## config.mk

```make
export PLATFORM = sky130hd
export DESIGN_NAME = hit_resolver
export DESIGN_NICKNAME = d
export VERILOG_FILES = /design/src/rtl/hit_resolver.sv
export SDC_FILE = /design/constraint.sdc
export NUM_CORES = 1
export LEC_CHECK = 0
export BUFFER_PORTS_ARGS = -buffer_cell sky130_fd_sc_hd__buf_2
export CAP_MARGIN = 20
export CORE_ASPECT_RATIO = 1.4
export CORE_MARGIN = 8
export CORE_UTILIZATION = 56
export DETAILED_ROUTE_END_ITERATION = 10
export PLACE_DENSITY = 0.77
export SETUP_SLACK_MARGIN = 0.4
export SLEW_MARGIN = 5
export SYNTH_ARGS = -nofsm -noshare
export SYNTH_HDL_FRONTEND = slang
export SYNTH_SLANG_ARGS = --single-unit
```

## constraint.sdc

```tcl
create_clock -name clk -period 2.31 [get_ports clk]
set_input_delay 0.462 -clock clk [delete_from_list [all_inputs] [get_ports clk]]
set_output_delay 0.462 -clock clk [all_outputs]
set_load 0.02 [all_outputs]
```

## src/rtl/hit_resolver.sv

```systemverilog
`default_nettype none
// ============================================================================
// Module      : hit_resolver
// Description : Damage / round controller downstream of the hit-scan block.
//               Enforces one hit per attack, applies saturating damage to the
//               two health counters, runs per-player hitstun timers and the
//               IDLE/FIGHT/KO round state machine.
//               Optional feature macro: COMBO_SCALE_EN (halves damage, min 1,
//               for hits landing on an already-stunned defender).
// Revision    : 1.0 - initial release
// ============================================================================
module hit_resolver #(
    parameter logic [6:0] MAX_HEALTH  = 7'd100,
    parameter logic [6:0] BASIC_DMG   = 7'd10,
    parameter logic [6:0] DIR_DMG     = 7'd15,
    parameter logic [5:0] STUN_FRAMES = 6'd20
) (
    input  logic       clk,
    input  logic       rst,
    input  logic       frame_tick,
    input  logic       round_start,
    input  logic       hitscan1,
    input  logic       hitscan2,
    input  logic [3:0] Player1NS,
    input  logic [3:0] Player2NS,
    output logic [6:0] p1_health,
    output logic [6:0] p2_health,
    output logic       p1_stun,
    output logic       p2_stun,
    output logic       hit1_pulse,
    output logic       hit2_pulse,
    output logic [1:0] round_state,
    output logic [1:0] winner
);

    // Player next-state codes that carry a live attack box.
    localparam logic [3:0] c_NS_BASIC_ACTIVE = 4'd4;
    localparam logic [3:0] c_NS_DIR_ACTIVE   = 4'd7;

    typedef enum logic [1:0] {
        S_IDLE  = 2'd0,
        S_FIGHT = 2'd1,
        S_KO    = 2'd2
    } state_t;

    state_t     state_q, state_d;
    logic [1:0] winner_q, winner_d;
    logic [6:0] health1_q, health1_d;
    logic [6:0] health2_q, health2_d;
    logic [5:0] stun1_q, stun1_d;
    logic [5:0] stun2_q, stun2_d;
    logic       cons1_q, cons1_d;   // P1's current attack already landed
    logic       cons2_q, cons2_d;   // P2's current attack already landed
    logic       hit1_q, hit1_d;
    logic       hit2_q, hit2_d;

    logic       atk1_active;
    logic       atk2_active;
    logic       hit_on_p1;
    logic       hit_on_p2;
    logic [6:0] raw_dmg1;
    logic [6:0] raw_dmg2;
    logic [6:0] dmg1;
    logic [6:0] dmg2;

    // Subtract damage with saturation at zero (no underflow wrap).
    function automatic logic [6:0] sat_sub(input logic [6:0] h, input logic [6:0] d);
        return (h <= d) ? 7'd0 : (h - d);
    endfunction

    // Hit qualification; a hit on a player is owned by the opponent's attack.
    always_comb begin
        atk1_active = (Player1NS == c_NS_BASIC_ACTIVE) || (Player1NS == c_NS_DIR_ACTIVE);
        atk2_active = (Player2NS == c_NS_BASIC_ACTIVE) || (Player2NS == c_NS_DIR_ACTIVE);
        hit_on_p1   = (state_q == S_FIGHT) && hitscan1 && atk2_active && !cons2_q && !round_start;
        hit_on_p2   = (state_q == S_FIGHT) && hitscan2 && atk1_active && !cons1_q && !round_start;
        raw_dmg1    = (Player2NS == c_NS_BASIC_ACTIVE) ? BASIC_DMG : DIR_DMG;
        raw_dmg2    = (Player1NS == c_NS_BASIC_ACTIVE) ? BASIC_DMG : DIR_DMG;
`ifdef COMBO_SCALE_EN
        // Combo hits on a stunned defender deal half damage, never below 1.
        dmg1 = raw_dmg1;
        dmg2 = raw_dmg2;
        if (stun1_q != 6'd0) begin
            dmg1 = ((raw_dmg1 >> 1) == 7'd0) ? 7'd1 : (raw_dmg1 >> 1);
        end
        if (stun2_q != 6'd0) begin
            dmg2 = ((raw_dmg2 >> 1) == 7'd0) ? 7'd1 : (raw_dmg2 >> 1);
        end
`else
        dmg1 = raw_dmg1;
        dmg2 = raw_dmg2;
`endif
    end

    // Round FSM next-state and winner decode; round_start always restarts.
    always_comb begin
        state_d  = state_q;
        winner_d = winner_q;
        if (round_start) begin
            state_d  = S_FIGHT;
            winner_d = 2'd0;
        end else begin
            case (state_q)
                S_IDLE: begin
                    state_d = S_IDLE;
                end
                S_FIGHT: begin
                    if ((health1_q == 7'd0) || (health2_q == 7'd0)) begin
                        state_d  = S_KO;
                        // bit1: P1 dead, bit0: P2 dead -> 1=P1 wins, 2=P2 wins, 3=draw
                        winner_d = {health1_q == 7'd0, health2_q == 7'd0};
                    end
                end
                S_KO: begin
                    state_d = S_KO;
                end
                default: begin
                    state_d = S_IDLE;
                end
            endcase
        end
    end

    // Health, stun timers, consumed flags and hit pulses.
    always_comb begin
        health1_d = health1_q;
        health2_d = health2_q;
        stun1_d   = stun1_q;
        stun2_d   = stun2_q;
        cons1_d   = cons1_q;
        cons2_d   = cons2_q;
        hit1_d    = 1'b0;
        hit2_d    = 1'b0;
        if (round_start) begin
            health1_d = MAX_HEALTH;
            health2_d = MAX_HEALTH;
            stun1_d   = 6'd0;
            stun2_d   = 6'd0;
            cons1_d   = 1'b0;
            cons2_d   = 1'b0;
        end else begin
            // P1 as defender
            if (hit_on_p1) begin
                health1_d = sat_sub(health1_q, dmg1);
                stun1_d   = STUN_FRAMES;
                hit1_d    = 1'b1;
            end else if (frame_tick && (stun1_q != 6'd0)) begin
                stun1_d = stun1_q - 6'd1;
            end
            // P2 as defender
            if (hit_on_p2) begin
                health2_d = sat_sub(health2_q, dmg2);
                stun2_d   = STUN_FRAMES;
                hit2_d    = 1'b1;
            end else if (frame_tick && (stun2_q != 6'd0)) begin
                stun2_d = stun2_q - 6'd1;
            end
            // An attack is consumed by its first landed hit until it ends.
            if (hit_on_p1) begin
                cons2_d = 1'b1;
            end else if (!atk2_active) begin
                cons2_d = 1'b0;
            end
            if (hit_on_p2) begin
                cons1_d = 1'b1;
            end else if (!atk1_active) begin
                cons1_d = 1'b0;
            end
        end
    end

    // Round FSM state register.
    always_ff @(posedge clk or posedge rst) begin
        if (rst) begin
            state_q  <= S_IDLE;
            winner_q <= 2'd0;
        end else begin
            state_q  <= state_d;
            winner_q <= winner_d;
        end
    end

    // Datapath registers.
    always_ff @(posedge clk or posedge rst) begin
        if (rst) begin
            health1_q <= MAX_HEALTH;
            health2_q <= MAX_HEALTH;
            stun1_q   <= 6'd0;
            stun2_q   <= 6'd0;
            cons1_q   <= 1'b0;
            cons2_q   <= 1'b0;
            hit1_q    <= 1'b0;
            hit2_q    <= 1'b0;
        end else begin
            health1_q <= health1_d;
            health2_q <= health2_d;
            stun1_q   <= stun1_d;
            stun2_q   <= stun2_d;
            cons1_q   <= cons1_d;
            cons2_q   <= cons2_d;
            hit1_q    <= hit1_d;
            hit2_q    <= hit2_d;
        end
    end

    assign p1_health   = health1_q;
    assign p2_health   = health2_q;
    assign p1_stun     = (stun1_q != 6'd0);
    assign p2_stun     = (stun2_q != 6'd0);
    assign hit1_pulse  = hit1_q;
    assign hit2_pulse  = hit2_q;
    assign round_state = state_q;
    assign winner      = winner_q;

endmodule
`default_nettype wire
```

==> impl_metrics.py <==
metrics = {
    "yosys": {
        "synth_area_mm2": 0.00206,
        "post_synth.cell_area_avg_um2": 9.20,
        "ys.flop_type": "dfrtp_1",
        "synthDistinctLibCells": 47,
        "yosys_warnings": 0,
        "ys_seq_area_frac": 0.417,
        "synth_seq_cells": 34,
        "synthesis.instances": 224,
        "synth_nets": 247,
        "synth_edf_count": 0,
        "synthArstFlopShare": 1.00,
    },
    "final_layout": {
        "synthToLayoutAreaGrowth_pct": 30.5,
        "mostFrequentLayoutCells": "29 x buf_2, 28 x dfrtp_1, 22 x buf_4",
        "antenna_cells": 0,
        "num-nets-final": 304,
        "final_common_cell": "buf_2",
        "final_util": 0.752,
        "drive_gt1_frac": 0.356,
        "instances_no_fill": 323,
    },
    "floorplanning": {
        "ioPinCount": 36,
        "start_util": 0.576,
        "rows": 26,
        "die_w_um": 67.3,
        "die_height_um": 87.8,
        "core_mm2": 0.00358,
        "die-area_mm2": 0.00590,
    },
    "flow_run": {
        "drv_cap": 0,
    },
    "status": {
        "status": "completed",
    },
    "setup_path": {
        "start_kind": "input port",
        "path_class": "input port to flip-flop",
        "crit_arrival_ns": 2.28,
        "crit_required_ns": 2.52,
        "critPathMaxFanout": 4,
        "crit_path_end_kind": "flip-flop",
    },
    "placed_design": {
        "port_buffers": 35,
        "place_hpwl_um": 3360,
        "dp_cells": 303,
        "gp_congestion": 0.872,
    },
    "timing": {
        "hold_viol": 0,
        "setup_viol": 0,
        "max_slew_margin": 0.569,
        "tns_ns": 0,
        "rsz0062_at_grt": "true",
        "max_freq_ghz": 0.484,
        "post-route-period-util": 0.895,
        "min_period_ns": 2.07,
        "holdWs_ns": 0.272,
        "worstMarginPinSlew_ns": 0.647,
        "slew_violations": 0,
        "clock-skew-final_ns": 0.00464,
    },
    "global_route": {
        "antenna_found_initial": 0,
        "grt_max_degree": 37,
        "grt_use_total": 0.176,
        "first_global_vias": 1914,
        "overflow": 0,
        "grt_pass1_wl_um": 8150,
    },
    "clock_tree": {
        "cts.sinks": 34,
        "cts_tree": "built",
        "clk_pin_slew_ns": 0.07,
        "cts-buffers-inserted": 5,
        "ctsHoldBuffers": 0,
        "clk_latency_ns": 0.28,
        "cts_root_buffer": "clkbuf_8",
        "cts_buffer_depth": 2,
        "h-tree-depth": 2,
    },
    "power_and_ir_drop": {
        "ir_worst_vdd_uv": 728,
        "p_leak_nw": 1.16,
        "total_power_mw": 2.20,
        "power.density_mw_per_mm2": 818,
    },
    "routing": {
        "first_pass_iters": 4,
        "wl_per_cell_um": 14.9,
        "ant_nets": 0,
        "via_count": 1864,
        "routed_wl_um": 4810,
        "drcViolationCount": 0,
        "drt_iter0_markers": 92,
        "viasPerCell": 5.77,
    },
    "worst_hold_path": {
        "hold_class": "input port to async pin",
    },
}
-- kinds of logic after synthesis --
family                     Yosys count  synth area share
and+or+nand+nor                     95             0.264
adders and majority gates           12            0.0692
AOI/OAI and AO/OA                   49             0.156
DFF                                 34             0.417
xor gates and xnor gates            13            0.0553
buffers and inverters               21            0.0389
-- worst paths after layout --
path | from | end | slack, ns | depth (start not counted)
worst max register to register | p2_health[0]$_DFFE_PP0P_ | p2_health[0]$_DFFE_PP0P_ | 0.38 | 7
min in group clk | hitscan1 | cons2_q$_DFFE_PP0P_ | 0.48 | 3
worst min register to register | p2_health[6]$_DFFE_PP1P_ | p2_health[6]$_DFFE_PP1P_ | 0.49 | 2
max in group asynchronous | rst | p1_health[5]$_DFFE_PP1P_ | 1.70 | 3
worst max-delay path | Player1NS[3] | p2_health[0]$_DFFE_PP0P_ | 0.24 | 9
worst min-delay path | rst | stun2_q[2]$_DFFE_PP0P_ | 0.27 | 3
-- layout make-up --
type	count	area, um2
Timing Repair Buffer	58	389
Fill cell	273	888
Sequential cell	34	858
Multi-Input combinational cell	169	1260
Tap cell	42	52.6
Clock buffer	7	76.3
Inverter	13	48.8
-- sequential cells by signal, summed over array words and instances, names as in the netlist --
register / cells
hit1_pulse: 1
cons2_q: 1
p2_health: 7
stun1_q: 6
hit2_pulse: 1
winner: 2
round_state: 2
cons1_q: 1
p1_health: 7
stun2_q: 6
-- power by group --
group	switching (mW)	total (mW)	internal [mW]	leakage [nW]
Combinational	0.489	1.02	0.530	0.684
Clock	0.200	0.407	0.207	0.0383
Sequential	0.0775	0.775	0.698	0.442
Total	0.766	2.20	1.44	1.16
-- cells in the mapped netlist (6+ instances only) --
cell type,count,area [um2]
nand3_1,8,40.0
nor2_1,16,60.1
ha_1,9,113
dfrtp_1,28,701
nor3_1,12,60.1
nand2_1,19,71.3
inv_1,13,48.8
xnor2_1,9,78.8
a21oi_1,15,75.1
dfstp_2,6,158
nor2b_1,8,50.1
clkbuf_1,7,26.3
o21ai_0,10,50.1
-- routing by layer --
metal | vias to the layer above | wire length (um) | track usage | share of wire
met3 | 12 | 223 | 0.0525 | 0.046
met2 | 41 | 2580 | 0.305 | 0.54
met4 | 0 | 107 | 0.0973 | 0.022
met5 | - | 0 | 0 | 0
li1 | 918 | - | - | -
met1 | 893 | 1890 | 0.183 | 0.39
-- worst max-delay path, cell delays in order --
cell	delay, ns
buf_6	0.10
nor4b_4	0.29
inv_2	0.07
ha_4	0.24
nor4bb_4	0.38
o21ai_2	0.10
and2_4	0.18
or3_1	0.33
a21oi_1	0.13
-- stage by stage --
stage               setup slack [ns]  instance area [um2]
floorplan                   -0.00961                 2120
global placement              0.0147                 2390
detailed placement           -0.0419                 2390
CTS                            0.279                 2580
global route                   0.180                 2690
finish                         0.243                 2690
-- what timing repair did --
item,4_1_cts,5_1_grt
setup buffers,7,6
gates resized for setup,13,19
pin swaps,9,8
hold endpoints to repair,0,0
endpoints found under the setup margin,9,16
Note: power is estimated with default switching activity, not from simulation.
